### src/rtl/function_unit_seq_pkg.sv
// Shared definitions for the registered function unit: FS opcode map,
// controller state encoding and the V/C/N/Z flag bundle.
// The MUL state only exists when FU_MUL_EN is defined.
package fu_pkg;

    localparam logic [3:0] FS_PASSA  = 4'd0;
    localparam logic [3:0] FS_INCA   = 4'd1;
    localparam logic [3:0] FS_ADD    = 4'd2;
    localparam logic [3:0] FS_ADDC   = 4'd3;
    localparam logic [3:0] FS_ADDNB  = 4'd4;
    localparam logic [3:0] FS_SUB    = 4'd5;
    localparam logic [3:0] FS_DECA   = 4'd6;
    localparam logic [3:0] FS_PASSA2 = 4'd7;
    localparam logic [3:0] FS_AND    = 4'd8;
    localparam logic [3:0] FS_OR     = 4'd9;
    localparam logic [3:0] FS_XOR    = 4'd10;
    localparam logic [3:0] FS_NOTA   = 4'd11;
    localparam logic [3:0] FS_PASSB  = 4'd12;
    localparam logic [3:0] FS_SHRB   = 4'd13;
    localparam logic [3:0] FS_SHLB   = 4'd14;
    localparam logic [3:0] FS_MUL    = 4'd15;

    typedef enum logic [1:0] {
        ST_IDLE = 2'd0,
`ifdef FU_MUL_EN
        ST_MUL  = 2'd1,
`endif
        ST_HOLD = 2'd2
    } state_t;

    typedef struct packed {
        logic v;
        logic c;
        logic n;
        logic z;
    } flags_t;

endpackage

### src/rtl/function_unit_seq_if.sv
// Handshake/data bundle between the register-file read buses, the
// function unit and the write-back/flag register.
// slave = function unit side, master = producer/consumer side.
interface function_unit_seq_if #(parameter int WIDTH = 8);

    logic             IN_VALID;
    logic             IN_READY;
    logic [WIDTH-1:0] ABUS;
    logic [WIDTH-1:0] BBUS;
    logic [3:0]       FS;
    logic             OUT_VALID;
    logic             OUT_READY;
    logic [WIDTH-1:0] FS_OUT;
    logic             V;
    logic             C;
    logic             N;
    logic             Z;

    modport slave (
        input  IN_VALID, ABUS, BBUS, FS, OUT_READY,
        output IN_READY, OUT_VALID, FS_OUT, V, C, N, Z
    );

    modport master (
        output IN_VALID, ABUS, BBUS, FS, OUT_READY,
        input  IN_READY, OUT_VALID, FS_OUT, V, C, N, Z
    );

endinterface

### src/rtl/function_unit_seq_mul.sv
// Iterative unsigned shift-add multiplier: one partial product per cycle,
// WIDTH cycles after i_start, o_done pulses for one cycle with the full
// 2*WIDTH-bit product on o_product.
module fu_shift_add_mul #(
    parameter int WIDTH = 8
) (
    input  logic               i_clk,
    input  logic               i_rst,
    input  logic               i_start,
    input  logic [WIDTH-1:0]   i_a,
    input  logic [WIDTH-1:0]   i_b,
    output logic               o_done,
    output logic [2*WIDTH-1:0] o_product
);

    localparam int CW = $clog2(WIDTH) + 1;
    localparam logic [CW-1:0] LAST_STEP = CW'(WIDTH - 1);

    logic [2*WIDTH-1:0] r_acc;
    logic [2*WIDTH-1:0] r_mcand;
    logic [WIDTH-1:0]   r_mplier;
    logic [CW-1:0]      r_count;
    logic               r_busy;
    logic               r_done;

    // Latch operands on start, then add the shifted multiplicand for each set multiplier bit.
    always_ff @(posedge i_clk) begin
        if (i_rst) begin
            r_acc    <= '0;
            r_mcand  <= '0;
            r_mplier <= '0;
            r_count  <= '0;
            r_busy   <= 1'b0;
            r_done   <= 1'b0;
        end else if (i_start) begin
            r_acc    <= '0;
            r_mcand  <= {{WIDTH{1'b0}}, i_a};
            r_mplier <= i_b;
            r_count  <= '0;
            r_busy   <= 1'b1;
            r_done   <= 1'b0;
        end else if (r_busy) begin
            if (r_mplier[0]) begin
                r_acc <= r_acc + r_mcand;
            end
            r_mcand  <= r_mcand << 1;
            r_mplier <= r_mplier >> 1;
            r_count  <= r_count + 1'b1;
            if (r_count == LAST_STEP) begin
                r_busy <= 1'b0;
                r_done <= 1'b1;
            end
        end else begin
            r_done <= 1'b0;
        end
    end

    assign o_done    = r_done;
    assign o_product = r_acc;

endmodule

### src/rtl/function_unit_seq.sv
// Registered WIDTH-bit function unit with valid/ready on both sides.
// Opcodes 0-14 complete in one cycle; opcode 15 is a WIDTH-step
// shift-add multiply when FU_MUL_EN is defined, otherwise B<<1.
module function_unit_seq
    import fu_pkg::*;
#(
    parameter int WIDTH = 8
) (
    input  logic                 CLK,
    input  logic                 RST,
    function_unit_seq_if.slave   bus
);

    state_t           r_state;
    logic             r_outValid;
    logic [WIDTH-1:0] r_result;
    flags_t           r_flags;

    logic [WIDTH-1:0] w_addX;
    logic [WIDTH-1:0] w_addY;
    logic             w_cin;
    logic             w_isArith;
    logic [WIDTH:0]   w_sum;
    logic [WIDTH-1:0] w_aluRes;
    flags_t           w_aluFlags;
    logic             w_inReady;
    logic             w_accept;

    // Operand selection for the shared WIDTH+1-bit adder used by opcodes 1-6.
    always_comb begin
        w_addX    = bus.ABUS;
        w_addY    = '0;
        w_cin     = 1'b0;
        w_isArith = 1'b1;
        case (bus.FS)
            FS_INCA:  w_cin = 1'b1;
            FS_ADD:   w_addY = bus.BBUS;
            FS_ADDC:  begin w_addY = bus.BBUS; w_cin = 1'b1; end
            FS_ADDNB: w_addY = ~bus.BBUS;
            FS_SUB:   begin w_addY = ~bus.BBUS; w_cin = 1'b1; end
            FS_DECA:  w_addY = '1;
            default:  w_isArith = 1'b0;
        endcase
    end

    assign w_sum = {1'b0, w_addX} + {1'b0, w_addY} + {{WIDTH{1'b0}}, w_cin};

    // Single-cycle result and flags; opcode 15 falls through to B<<1 here.
    always_comb begin
        w_aluRes     = '0;
        w_aluFlags   = '0;
        if (w_isArith) begin
            w_aluRes     = w_sum[WIDTH-1:0];
            w_aluFlags.c = w_sum[WIDTH];
            w_aluFlags.v = (w_addX[WIDTH-1] == w_addY[WIDTH-1]) &&
                           (w_sum[WIDTH-1] != w_addX[WIDTH-1]);
        end else begin
            case (bus.FS)
                FS_AND:   w_aluRes = bus.ABUS & bus.BBUS;
                FS_OR:    w_aluRes = bus.ABUS | bus.BBUS;
                FS_XOR:   w_aluRes = bus.ABUS ^ bus.BBUS;
                FS_NOTA:  w_aluRes = ~bus.ABUS;
                FS_PASSB: w_aluRes = bus.BBUS;
                FS_SHRB:  begin
                    w_aluRes     = {1'b0, bus.BBUS[WIDTH-1:1]};
                    w_aluFlags.c = bus.BBUS[0];
                end
                FS_SHLB, FS_MUL: begin
                    w_aluRes     = {bus.BBUS[WIDTH-2:0], 1'b0};
                    w_aluFlags.c = bus.BBUS[WIDTH-1];
                end
                default:  w_aluRes = bus.ABUS;
            endcase
        end
        w_aluFlags.n = w_aluRes[WIDTH-1];
        w_aluFlags.z = (w_aluRes == '0);
    end

`ifdef FU_MUL_EN
    logic               w_mulStart;
    logic               w_mulDone;
    logic [2*WIDTH-1:0] w_mulProd;
    flags_t             w_mulFlags;

    assign w_mulStart = w_accept && (bus.FS == FS_MUL);

    fu_shift_add_mul #(.WIDTH(WIDTH)) u_mul (
        .i_clk     (CLK),
        .i_rst     (RST),
        .i_start   (w_mulStart),
        .i_a       (bus.ABUS),
        .i_b       (bus.BBUS),
        .o_done    (w_mulDone),
        .o_product (w_mulProd)
    );

    // Truncated product flags: any lost high bit sets both carry and overflow.
    always_comb begin
        w_mulFlags   = '0;
        w_mulFlags.c = |w_mulProd[2*WIDTH-1:WIDTH];
        w_mulFlags.v = |w_mulProd[2*WIDTH-1:WIDTH];
        w_mulFlags.n = w_mulProd[WIDTH-1];
        w_mulFlags.z = (w_mulProd[WIDTH-1:0] == '0);
    end
`endif

    // Ready in IDLE, or in HOLD when the current result is being taken; never during reset.
    always_comb begin
        w_inReady = 1'b0;
        if (!RST) begin
            case (r_state)
                ST_IDLE: w_inReady = 1'b1;
                ST_HOLD: w_inReady = bus.OUT_READY;
                default: w_inReady = 1'b0;
            endcase
        end
    end

    assign w_accept = bus.IN_VALID && w_inReady;

    // Controller: accept, run multiply, hold result until the consumer takes it.
    always_ff @(posedge CLK) begin
        if (RST) begin
            r_state    <= ST_IDLE;
            r_outValid <= 1'b0;
            r_result   <= '0;
            r_flags    <= '0;
        end else begin
            case (r_state)
                ST_IDLE, ST_HOLD: begin
                    if (w_accept) begin
`ifdef FU_MUL_EN
                        if (bus.FS == FS_MUL) begin
                            r_state    <= ST_MUL;
                            r_outValid <= 1'b0;
                        end else
`endif
                        begin
                            r_state    <= ST_HOLD;
                            r_outValid <= 1'b1;
                            r_result   <= w_aluRes;
                            r_flags    <= w_aluFlags;
                        end
                    end else if ((r_state == ST_HOLD) && bus.OUT_READY) begin
                        r_state    <= ST_IDLE;
                        r_outValid <= 1'b0;
                    end
                end
`ifdef FU_MUL_EN
                ST_MUL: begin
                    if (w_mulDone) begin
                        r_state    <= ST_HOLD;
                        r_outValid <= 1'b1;
                        r_result   <= w_mulProd[WIDTH-1:0];
                        r_flags    <= w_mulFlags;
                    end
                end
`endif
                default: begin
                    r_state    <= ST_IDLE;
                    r_outValid <= 1'b0;
                end
            endcase
        end
    end

    assign bus.IN_READY  = w_inReady;
    assign bus.OUT_VALID = r_outValid;
    assign bus.FS_OUT    = r_result;
    assign bus.V         = r_flags.v;
    assign bus.C         = r_flags.c;
    assign bus.N         = r_flags.n;
    assign bus.Z         = r_flags.z;

endmodule
### src/flat_wrapper.sv
// flat-port wrapper written by rule: the top's interface ports become plain ports
module function_unit_seq_flat import fu_pkg::*;
#(
    parameter int WIDTH = 8
)
  (CLK, RST, bus_IN_VALID, bus_ABUS, bus_BBUS, bus_FS, bus_OUT_READY, bus_IN_READY, bus_OUT_VALID, bus_FS_OUT, bus_V, bus_C, bus_N, bus_Z);
  function_unit_seq_if #(.WIDTH(WIDTH)) bus_i ();
  input  logic CLK;
  input  logic RST;
  input wire logic [$bits(bus_i.IN_VALID)-1:0] bus_IN_VALID;
  input wire logic [$bits(bus_i.ABUS)-1:0] bus_ABUS;
  input wire logic [$bits(bus_i.BBUS)-1:0] bus_BBUS;
  input wire logic [$bits(bus_i.FS)-1:0] bus_FS;
  input wire logic [$bits(bus_i.OUT_READY)-1:0] bus_OUT_READY;
  output wire logic [$bits(bus_i.IN_READY)-1:0] bus_IN_READY;
  output wire logic [$bits(bus_i.OUT_VALID)-1:0] bus_OUT_VALID;
  output wire logic [$bits(bus_i.FS_OUT)-1:0] bus_FS_OUT;
  output wire logic [$bits(bus_i.V)-1:0] bus_V;
  output wire logic [$bits(bus_i.C)-1:0] bus_C;
  output wire logic [$bits(bus_i.N)-1:0] bus_N;
  output wire logic [$bits(bus_i.Z)-1:0] bus_Z;
  assign bus_i.IN_VALID = bus_IN_VALID;
  assign bus_i.ABUS = bus_ABUS;
  assign bus_i.BBUS = bus_BBUS;
  assign bus_i.FS = bus_FS;
  assign bus_i.OUT_READY = bus_OUT_READY;
  assign bus_IN_READY = bus_i.IN_READY;
  assign bus_OUT_VALID = bus_i.OUT_VALID;
  assign bus_FS_OUT = bus_i.FS_OUT;
  assign bus_V = bus_i.V;
  assign bus_C = bus_i.C;
  assign bus_N = bus_i.N;
  assign bus_Z = bus_i.Z;
  function_unit_seq #(.WIDTH(WIDTH)) u_core (.CLK(CLK), .RST(RST), .bus(bus_i));
endmodule
### config.mk
export PLATFORM = sky130hd
export DESIGN_NAME = function_unit_seq_flat
export DESIGN_NICKNAME = d
export VERILOG_FILES = /design/src/rtl/function_unit_seq_pkg.sv /design/src/rtl/function_unit_seq_if.sv /design/src/rtl/function_unit_seq_mul.sv /design/src/rtl/function_unit_seq.sv /design/src/flat_wrapper.sv
export SDC_FILE = /design/constraint.sdc
export NUM_CORES = 1
export LEC_CHECK = 0
export ABC_AREA = 1
export BUFFER_PORTS_ARGS = -buffer_cell sky130_fd_sc_hd__buf_2
export CORE_MARGIN = 2
export CORE_UTILIZATION = 61
export DETAILED_ROUTE_END_ITERATION = 8
export PLACE_DENSITY = 0.86
export SKIP_CTS_REPAIR_TIMING = 1
export SYNTH_ARGS = -nofsm -noshare
export SYNTH_HDL_FRONTEND = slang
export SYNTH_HIERARCHICAL = 1
export SYNTH_SLANG_ARGS = --single-unit
### constraint.sdc
create_clock -name CLK -period 5.6 [get_ports CLK]
set_clock_uncertainty 0.15 [all_clocks]
set_input_delay 0.28 -clock CLK [delete_from_list [all_inputs] [get_ports CLK]]
set_output_delay 0.28 -clock CLK [all_outputs]
set_load 0.03 [all_outputs]
==> metrics.txt, run 1 <==
# TYPE chip_impl_metric gauge
chip_impl_metric{name="finalSetupTns",unit="ns"} 0
chip_impl_metric{name="hpwl_detailed",unit="um"} 4790
chip_impl_metric{name="detail_route.vias_per_cell",unit=""} 5.58
chip_impl_metric{name="power.leakage",unit="nW"} 1.32
chip_impl_info{name="synth_flop_cell",value="dfxtp_1"} 1
chip_impl_metric{name="worst_slack",unit="ns"} 2.57
chip_impl_info{name="synth_top_family_by_area",value="simple AND/OR/NAND/NOR gates"} 1
chip_impl_info{name="cts_tree",value="built"} 1
chip_impl_metric{name="internal-power",unit="W"} 0.000185
chip_impl_info{name="path_class",value="input pin to register"} 1
chip_impl_metric{name="worst_slew_margin_rel",unit="%"} 47.1
chip_impl_metric{name="layout.area.seq",unit="um^2"} 240
chip_impl_metric{name="power_per_cell_area",unit="mW/mm^2"} 150
chip_impl_metric{name="count_of_max_cap_constraint_violations",unit=""} 0
chip_impl_metric{name="area_growth_syn_to_layout",unit="%"} 9.43
chip_impl_metric{name="antenna_cells",unit=""} 0
chip_impl_metric{name="critical_path.max_stage_delay",unit="ns"} 0.42
chip_impl_metric{name="switching_share_of_total_power",unit="%"} 44.9
chip_impl_info{name="min-delay-path-class",value="input pin to register"} 1
chip_impl_metric{name="detail_route.first_pass.iterations",unit=""} 5
chip_impl_metric{name="routed_wl_per_cell",unit="um"} 14.1
chip_impl_metric{name="cp_data_arrival_time",unit="ns"} 3.10
chip_impl_metric{name="ir_drop",unit="uV"} 62.0
chip_impl_metric{name="synth_simple_gate_area_share",unit="%"} 45.7
chip_impl_metric{name="syn-instance-count",unit=""} 360
chip_impl_metric{name="synth_seq_cells",unit=""} 12
chip_impl_info{name="top_cell_by_count_worst_path",value="nand2_1"} 1
chip_impl_metric{name="layout-drive-gt1-share",unit="%"} 13.3
chip_impl_metric{name="clock_sinks",unit=""} 12
chip_impl_metric{name="globalplace.congestion",unit=""} 0.997
chip_impl_metric{name="finish.net_count",unit=""} 440
chip_impl_metric{name="synthesis.nets",unit=""} 409
chip_impl_metric{name="placeableCoreArea",unit="mm^2"} 0.00328
chip_impl_info{name="crit_path_end_kind",value="register"} 1
chip_impl_metric{name="die-width",unit="um"} 61.9
chip_impl_metric{name="synth_area",unit="mm^2"} 0.00204
chip_impl_metric{name="ioPinCount",unit=""} 38
chip_impl_metric{name="tritoncts.num_buffers",unit=""} 3
chip_impl_metric{name="multi_input_combinational_cell_area",unit="mm^2"} 0.00151
chip_impl_metric{name="setup_viol",unit=""} 0
chip_impl_metric{name="yosysSeqAreaShare",unit="%"} 11.8
chip_impl_metric{name="drc",unit=""} 0
chip_impl_metric{name="postSynthAreaPerCell",unit="um^2"} 5.68
chip_impl_metric{name="track_usage",unit="%"} 33.5
chip_impl_metric{name="maximum_number_of_pins_on_one_net_before_global_route_repair",unit=""} 23
chip_impl_metric{name="place_ws",unit="ns"} 2.36
chip_impl_metric{name="start_util",unit="%"} 62.2
chip_impl_info{name="cts_root_buffer",value="clkbuf_4"} 1
chip_impl_metric{name="n_fill_cell",unit=""} 306
chip_impl_metric{name="row_count",unit=""} 21
chip_impl_metric{name="share_of_the_cycle_needed_by_the_critical_path_after_routing",unit="%"} 54.1
chip_impl_metric{name="worst_slew_pin_slew",unit="ns"} 0.792
chip_impl_metric{name="timing.critical_path.buf_inv",unit=""} 5
chip_impl_info{name="cp_cell_sequence",value="buf_2 > inv_1 > nor2_1 > nand2_1 > nand3_1 > fa_1 > inv_1 > fa_1 > inv_1 > nand3_1 > nand3_1 > nand2_1 > nand3_1 > nand2_1 > inv_1 > nand2_1 > nor2_1 > nand2_1 > a21oi_2"} 1
chip_impl_metric{name="final.min_clock_period",unit="ns"} 3.03
chip_impl_metric{name="synth_area_in_compound_gates",unit="%"} 11.5
chip_impl_info{name="critical_path.startpoint_type",value="input pin"} 1
chip_impl_metric{name="h_tree_lvls",unit=""} 1
chip_impl_metric{name="buffer_ports.inserted",unit=""} 37
chip_impl_metric{name="first_pass_grt_wire_length",unit="um"} 9460
chip_impl_metric{name="grt_antenna_before_repair",unit=""} 0
chip_impl_metric{name="seq_power_share",unit="%"} 28.5
chip_impl_metric{name="synth_area_in_adders",unit="%"} 16.0
chip_impl_metric{name="die-height",unit="um"} 61.9
chip_impl_metric{name="grt.overflow.total",unit=""} 0
chip_impl_info{name="critical_path_top_delay_cell",value="nor2_1"} 1
chip_impl_metric{name="clkLatencyLatePin",unit="ns"} 0.28
chip_impl_metric{name="synth-async-reset-ratio",unit="%"} 0
chip_impl_metric{name="yosys.area_share.xor_xnor",unit="%"} 0.429
chip_impl_info{name="rsz0062_at_grt",value="no"} 1
chip_impl_metric{name="crit_required",unit="ns"} 5.67
chip_impl_metric{name="drt_first_iter_violations",unit=""} 276
chip_impl_metric{name="clock_tree.buffer_depth",unit=""} 2
chip_impl_metric{name="synth-edff-count",unit=""} 0
chip_impl_metric{name="finalHoldViolCount",unit=""} 0
chip_impl_metric{name="ant_nets",unit=""} 0
chip_impl_metric{name="net-switching-power",unit="W"} 0.000151
chip_impl_metric{name="detailroute.via_count",unit=""} 2431
chip_impl_metric{name="power.clock.fraction",unit="%"} 20.3
chip_impl_metric{name="achievable-frequency",unit="MHz"} 330
chip_impl_metric{name="fp.dieArea",unit="mm^2"} 0.00383
chip_impl_metric{name="wl",unit="um"} 6150
chip_impl_metric{name="synth_cell_types",unit=""} 31
chip_impl_metric{name="yosysWarnings",unit=""} 6
chip_impl_metric{name="p_comb_share",unit="%"} 51.3
chip_impl_metric{name="worst_setup_hold_path_clk_slew",unit="ns"} 0.07
chip_impl_info{name="result_of_the_run",value="complete, no violations"} 1
chip_impl_metric{name="report.final.slew_viol_count",unit=""} 0
chip_impl_metric{name="critical_path_peak_fanout",unit=""} 15
chip_impl_info{name="kind_of_cell_adding_the_most_delay_to_the_critical_path",value="simple AND/OR/NAND/NOR gates"} 1
chip_impl_metric{name="vias_in_the_first_global_route",unit=""} 1959
chip_impl_metric{name="synth_mux_area_share",unit="%"} 0
[worst reg2reg max path, delay by kind of cell, from the launching register on]
| kind | cells | cell delay [ns] |
|---|---|---|
| simple gates | 3 | 0.36 |
| compound gates | 1 | 0.47 |
| flops | 1 | 0.31 |
| buf+inv | 3 | 0.50 |
[routing by layer]
metal	global-route usage (%)	vias to the layer above	part of all wire [%]	routed length, um
met5	0	-	0	0
met2	54.9	149	45	2790
met3	3.31	21	10	626
met4	7.29	0	2.6	161
li1	-	1219	-	-
met1	47.8	1042	42	2570
[cells in the mapped netlist (2+ instances only)]
cell	number	area, um^2
nand2_1	110	413
nand3_1	54	270
inv_1	51	191
nor2_1	36	135
ha_1	23	288
a21oi_1	17	85.1
dfxtp_1	12	240
o21ai_0	10	50.1
nand4_1	9	56.3
a21oi_2	4	35.0
nand3b_1	4	30.0
buf_2	3	15.0
buf_4	3	22.5
buf_6	3	33.8
clkbuf_1	2	7.51
clkinv_1	2	7.51
fa_1	2	40.0
o41ai_1	2	17.5
[logic make-up (layout without fill, tap and decap cells)]
logic type,Yosys count,count (layout)
simple gates,218,218
xor+xnor,1,1
compound gates,38,38
fa+ha+maj,25,25
buf+inv,66,96
flops,12,12
[stage by stage]
step                      cell area, um^2  hold WS [ns]  instances  util (%)  power, W
after floorplan                      2040         0.192        360         -  0.000220
after global placement               2200         0.300        432      67.0  0.000265
after detailed placement             2200         0.316        432      67.0  0.000266
after CTS                            2240        0.0651        436      68.1  0.000334
after global routing                 2240        0.0822        436      68.1  0.000363
final                                2240        0.0764        436      68.1  0.000336
[power by group through the flow]
stage                clock, W  combinational (W)  sequential, W
detailed placement          0           0.000168      0.0000978
global route        0.0000722           0.000194      0.0000971
CTS                 0.0000685           0.000169      0.0000958
global placement            0           0.000168      0.0000976
floorplan                   0           0.000108       0.000112
finish              0.0000682           0.000172      0.0000958
[area by class of cell]
cell class | count | share of cell area, %
multi-input combinational | 282 | 67.4
tap | 46 | 2.57
sequential | 12 | 10.7
timing repair buffer | 38 | 8.62
clock buffer | 4 | 1.62
inverter | 54 | 9.07
[cell usage in the layout (no fill, tap or decap)]
cell type  count
a21boi_2       1
nand3_1       54
a21oi_2        4
ha_1          23
nor2_1        36
xor2_1         1
inv_1         51
buf_2         37
a21oi_1       17
buf_4          1
clkbuf_4       3
a211oi_1       1
nand3b_1       4
dfxtp_1       12
inv_2          1
nand4_1        9
nor3_1         1
o21ai_0       10
nand2_2        1
o211ai_1       1
nor2_2         1
o41ai_1        2
and3_1         1
clkbuf_8       1
o21ai_1        1
nand2_1      110
or2_2          1
clkinv_1       2
fa_1           2
o21ai_4        1
[sequential cells by signal (all words and copies together), names as in the netlist]
name / cells
u_core/bus.Z: 1
u_core/bus.V: 1
u_core/r_state: 1
u_core/bus.FS_OUT: 8
u_core/bus.C: 1
[worst paths after layout]
path | start | endpoint | slack, ns | depth (start not counted)
hold / removal | RST | u_core/bus.Z | 0.08 | 2
setup reg to reg | u_core/r_state[1] | u_core/bus.V | 3.71 | 7
setup / recovery | bus_FS[1] | u_core/bus.Z | 2.57 | 19
hold reg to reg | u_core/bus.FS_OUT[1] | u_core/bus.FS_OUT[1] | 0.33 | 2
(Power assumes the default switching activity.)
==> run 2, diff against run 1 <==
ABC_AREA = 0   (was 1)
CORE_UTILIZATION = 56   (was 61)
PLACE_DENSITY = 0.81   (was 0.86)
clock period = 3 ns   (was 5.6 ns; I/O delays follow)
==> metrics.txt, run 2 <==
# TYPE chip_impl_metric gauge
chip_impl_info{name="result_of_the_run",value="complete, no violations"} 1
chip_impl_metric{name="achievable-frequency",unit="MHz"} 370
chip_impl_metric{name="h_tree_lvls",unit=""} 1
chip_impl_metric{name="synth-async-reset-ratio",unit="%"} 0
chip_impl_metric{name="routed_wl_per_cell",unit="um"} 15.8
chip_impl_metric{name="final.min_clock_period",unit="ns"} 2.70
chip_impl_metric{name="worst_slew_pin_slew",unit="ns"} 0.634
chip_impl_info{name="layout.cells.most_common",value="buf_2"} 1
chip_impl_metric{name="critical_path_peak_fanout",unit=""} 7
chip_impl_metric{name="buffer_ports.inserted",unit=""} 37
chip_impl_metric{name="row_count",unit=""} 21
chip_impl_metric{name="maximum_number_of_pins_on_one_net_before_global_route_repair",unit=""} 25
chip_impl_info{name="synth_most_common_cell",value="ha_1"} 1
chip_impl_metric{name="clkLatencyLatePin",unit="ns"} 0.28
chip_impl_metric{name="layout-drive-gt1-share",unit="%"} 22.1
chip_impl_info{name="synth.top_cells.by_area",value="ha_1 (15%), dfxtp_1 (12%), a21oi_1 (5.6%), inv_1 (4.2%), nor2_1 (4.0%)"} 1
chip_impl_info{name="final_cell_mix",value="buf_2 (37), ha_1 (23), inv_1 (22), a21oi_1 (22), nor2_1 (21)"} 1
chip_impl_info{name="crit_path_end_kind",value="register"} 1
chip_impl_metric{name="stdcell_area",unit="mm^2"} 0.00226
chip_impl_metric{name="detailroute.via_count",unit=""} 2203
chip_impl_metric{name="yosysWarnings",unit=""} 6
chip_impl_metric{name="track_usage",unit="%"} 28.9
chip_impl_metric{name="count_of_max_cap_constraint_violations",unit=""} 0
chip_impl_metric{name="largest_register_ff_count",unit=""} 8
chip_impl_metric{name="placeableCoreArea",unit="mm^2"} 0.00334
chip_impl_metric{name="drc",unit=""} 0
chip_impl_metric{name="detail_route.first_pass.iterations",unit=""} 8
chip_impl_info{name="synth_flop_cell",value="dfxtp_1"} 1
chip_impl_metric{name="grt_antenna_before_repair",unit=""} 0
chip_impl_metric{name="first_pass_grt_wire_length",unit="um"} 9330
chip_impl_metric{name="syn-instance-count",unit=""} 267
chip_impl_metric{name="clock_sinks",unit=""} 12
chip_impl_info{name="cts_tree",value="built"} 1
chip_impl_metric{name="synth_cell_types",unit=""} 58
chip_impl_metric{name="yosysSeqAreaShare",unit="%"} 12.3
chip_impl_metric{name="clock_tree.buffer_depth",unit=""} 2
chip_impl_metric{name="synth-edff-count",unit=""} 0
chip_impl_metric{name="holdWs",unit="ns"} 0.0204
chip_impl_metric{name="tritoncts.num_buffers",unit=""} 3
chip_impl_metric{name="dpl-instance-area",unit="mm^2"} 0.00221
chip_impl_metric{name="area_growth_syn_to_layout",unit="%"} 15.5
chip_impl_metric{name="hpwl_detailed",unit="um"} 4230
chip_impl_metric{name="finalHoldViolCount",unit=""} 0
chip_impl_metric{name="crit_required",unit="ns"} 3.05
chip_impl_metric{name="postSynthAreaPerCell",unit="um^2"} 7.32
chip_impl_metric{name="globalplace.congestion",unit=""} 0.958
chip_impl_metric{name="ioPinCount",unit=""} 38
chip_impl_metric{name="start_util",unit="%"} 58.6
chip_impl_info{name="synth.top_cells.by_count",value="ha_1 (23), a21oi_1 (22), inv_1 (22)"} 1
chip_impl_metric{name="power_per_cell_area",unit="mW/mm^2"} 293
chip_impl_metric{name="fp.dieArea",unit="mm^2"} 0.00398
chip_impl_metric{name="worst_slew_margin_rel",unit="%"} 57.7
chip_impl_metric{name="setup_viol",unit=""} 0
chip_impl_metric{name="finalSetupTns",unit="ns"} 0
chip_impl_metric{name="worst_setup_hold_path_clk_slew",unit="ns"} 0.08
chip_impl_info{name="critical_path.startpoint_type",value="input pin"} 1
chip_impl_metric{name="power.leakage",unit="nW"} 1.08
chip_impl_info{name="cts_root_buffer",value="clkbuf_4"} 1
chip_impl_info{name="library_cell_with_the_largest_summed_area_after_synthesis",value="ha_1"} 1
chip_impl_info{name="path_class",value="input pin to register"} 1
chip_impl_metric{name="reg2reg_setup_slack",unit="ns"} 1.08
chip_impl_metric{name="detail_route.vias_per_cell",unit=""} 6.24
chip_impl_metric{name="die-height",unit="um"} 63.1
chip_impl_metric{name="netlist.area_leader.share",unit="%"} 14.7
chip_impl_metric{name="grt.overflow.total",unit=""} 0
chip_impl_metric{name="wl",unit="um"} 5570
chip_impl_metric{name="synth_seq_cells",unit=""} 12
chip_impl_metric{name="drt_first_iter_violations",unit=""} 232
chip_impl_metric{name="report.final.slew_viol_count",unit=""} 0
chip_impl_metric{name="synthesis.nets",unit=""} 316
chip_impl_info{name="rsz0062_at_grt",value="no"} 1
chip_impl_metric{name="share_of_the_cycle_needed_by_the_critical_path_after_routing",unit="%"} 90.0
chip_impl_metric{name="cp_data_arrival_time",unit="ns"} 2.75
chip_impl_metric{name="finish.net_count",unit=""} 357
chip_impl_metric{name="antenna_cells",unit=""} 0
chip_impl_metric{name="vias_in_the_first_global_route",unit=""} 1940
chip_impl_metric{name="synth_area",unit="mm^2"} 0.00196
chip_impl_metric{name="ir_drop",unit="uV"} 297
chip_impl_metric{name="ant_nets",unit=""} 0
chip_impl_info{name="min-delay-path-class",value="input pin to register"} 1
chip_impl_metric{name="die-width",unit="um"} 63.1
chip_impl_metric{name="layout.core_utilization",unit="%"} 67.7
==> run 2: cell types whose count changed in the layout (fill, tap and decap cells not counted), sizes merged, moves of 5 or more <==
cell	before	now
nand2	111	20
nand3	54	12
inv	52	24
nor2	37	22
buf	38	52
nand3b	4	10
nand4	9	3
a211oi	1	6
nor2b	0	5
o21ai	12	17
==> run 2: area by class of cell <==
class,count,area (um^2)
Clock buffer,4,36.3
Fill cell,301,1080
Inverter,24,90.1
Multi-Input combinational cell,214,1530
Sequential cell,12,240
Tap cell,46,57.6
Timing Repair Buffer,53,308
==> run 2: critical path, stage by stage <==
cell      delay, ns
buf_2          0.14
nand3_1        0.11
nand2_1        0.09
a211oi_2       0.23
fa_1           0.24
inv_1          0.06
fa_1           0.52
nor3b_1        0.06
a31o_1         0.18
a311oi_1       0.36
nor2_1         0.09
and3b_1        0.22
nand4_1        0.12
o31ai_2        0.19
==> run 2: metal layers <==
layer | global-route usage (%) | wire [um] | up-vias
met5 | 0 | 0 | -
met4 | 9.72 | 137 | 0
met3 | 3.93 | 402 | 15
met2 | 47.2 | 2630 | 118
met1 | 39.0 | 2400 | 1004
li1 | - | - | 1066
==> run 2: cell families after synthesis <==
group           share of synthesized area (%)
compound gates                           31.7
buf+inv                                  9.92
fa+ha+maj                                16.8
simple gates                             24.4
flops                                    12.3
mux                                      2.30
xor+xnor                                 2.69
==> run 2: worst paths after layout <==
kind	start	to	cells after the start
setup reg to reg	u_core/r_state[1]	u_core/bus.Z	6
hold / removal	RST	u_core/bus.C	2
hold reg to reg	u_core/bus.C	u_core/bus.C	2
setup / recovery	bus_FS[2]	u_core/bus.Z	14
==> run 2: power by group <==
group          switching, W  total (W)  internal [W]
clock             0.0000566   0.000130     0.0000739
combinational      0.000216   0.000352      0.000137
sequential       0.00000689   0.000180      0.000173
total              0.000279   0.000662      0.000383
==> run 2: through the flow <==
step,std cells,power (W),setup slack (ns)
after global placement,348,0.000520,0.120
after detailed placement,348,0.000526,0.0379
after floorplan,267,0.000427,0.0219
final,353,0.000662,0.301
after CTS,352,0.000657,0.333
after global routing,353,0.000711,0.0704
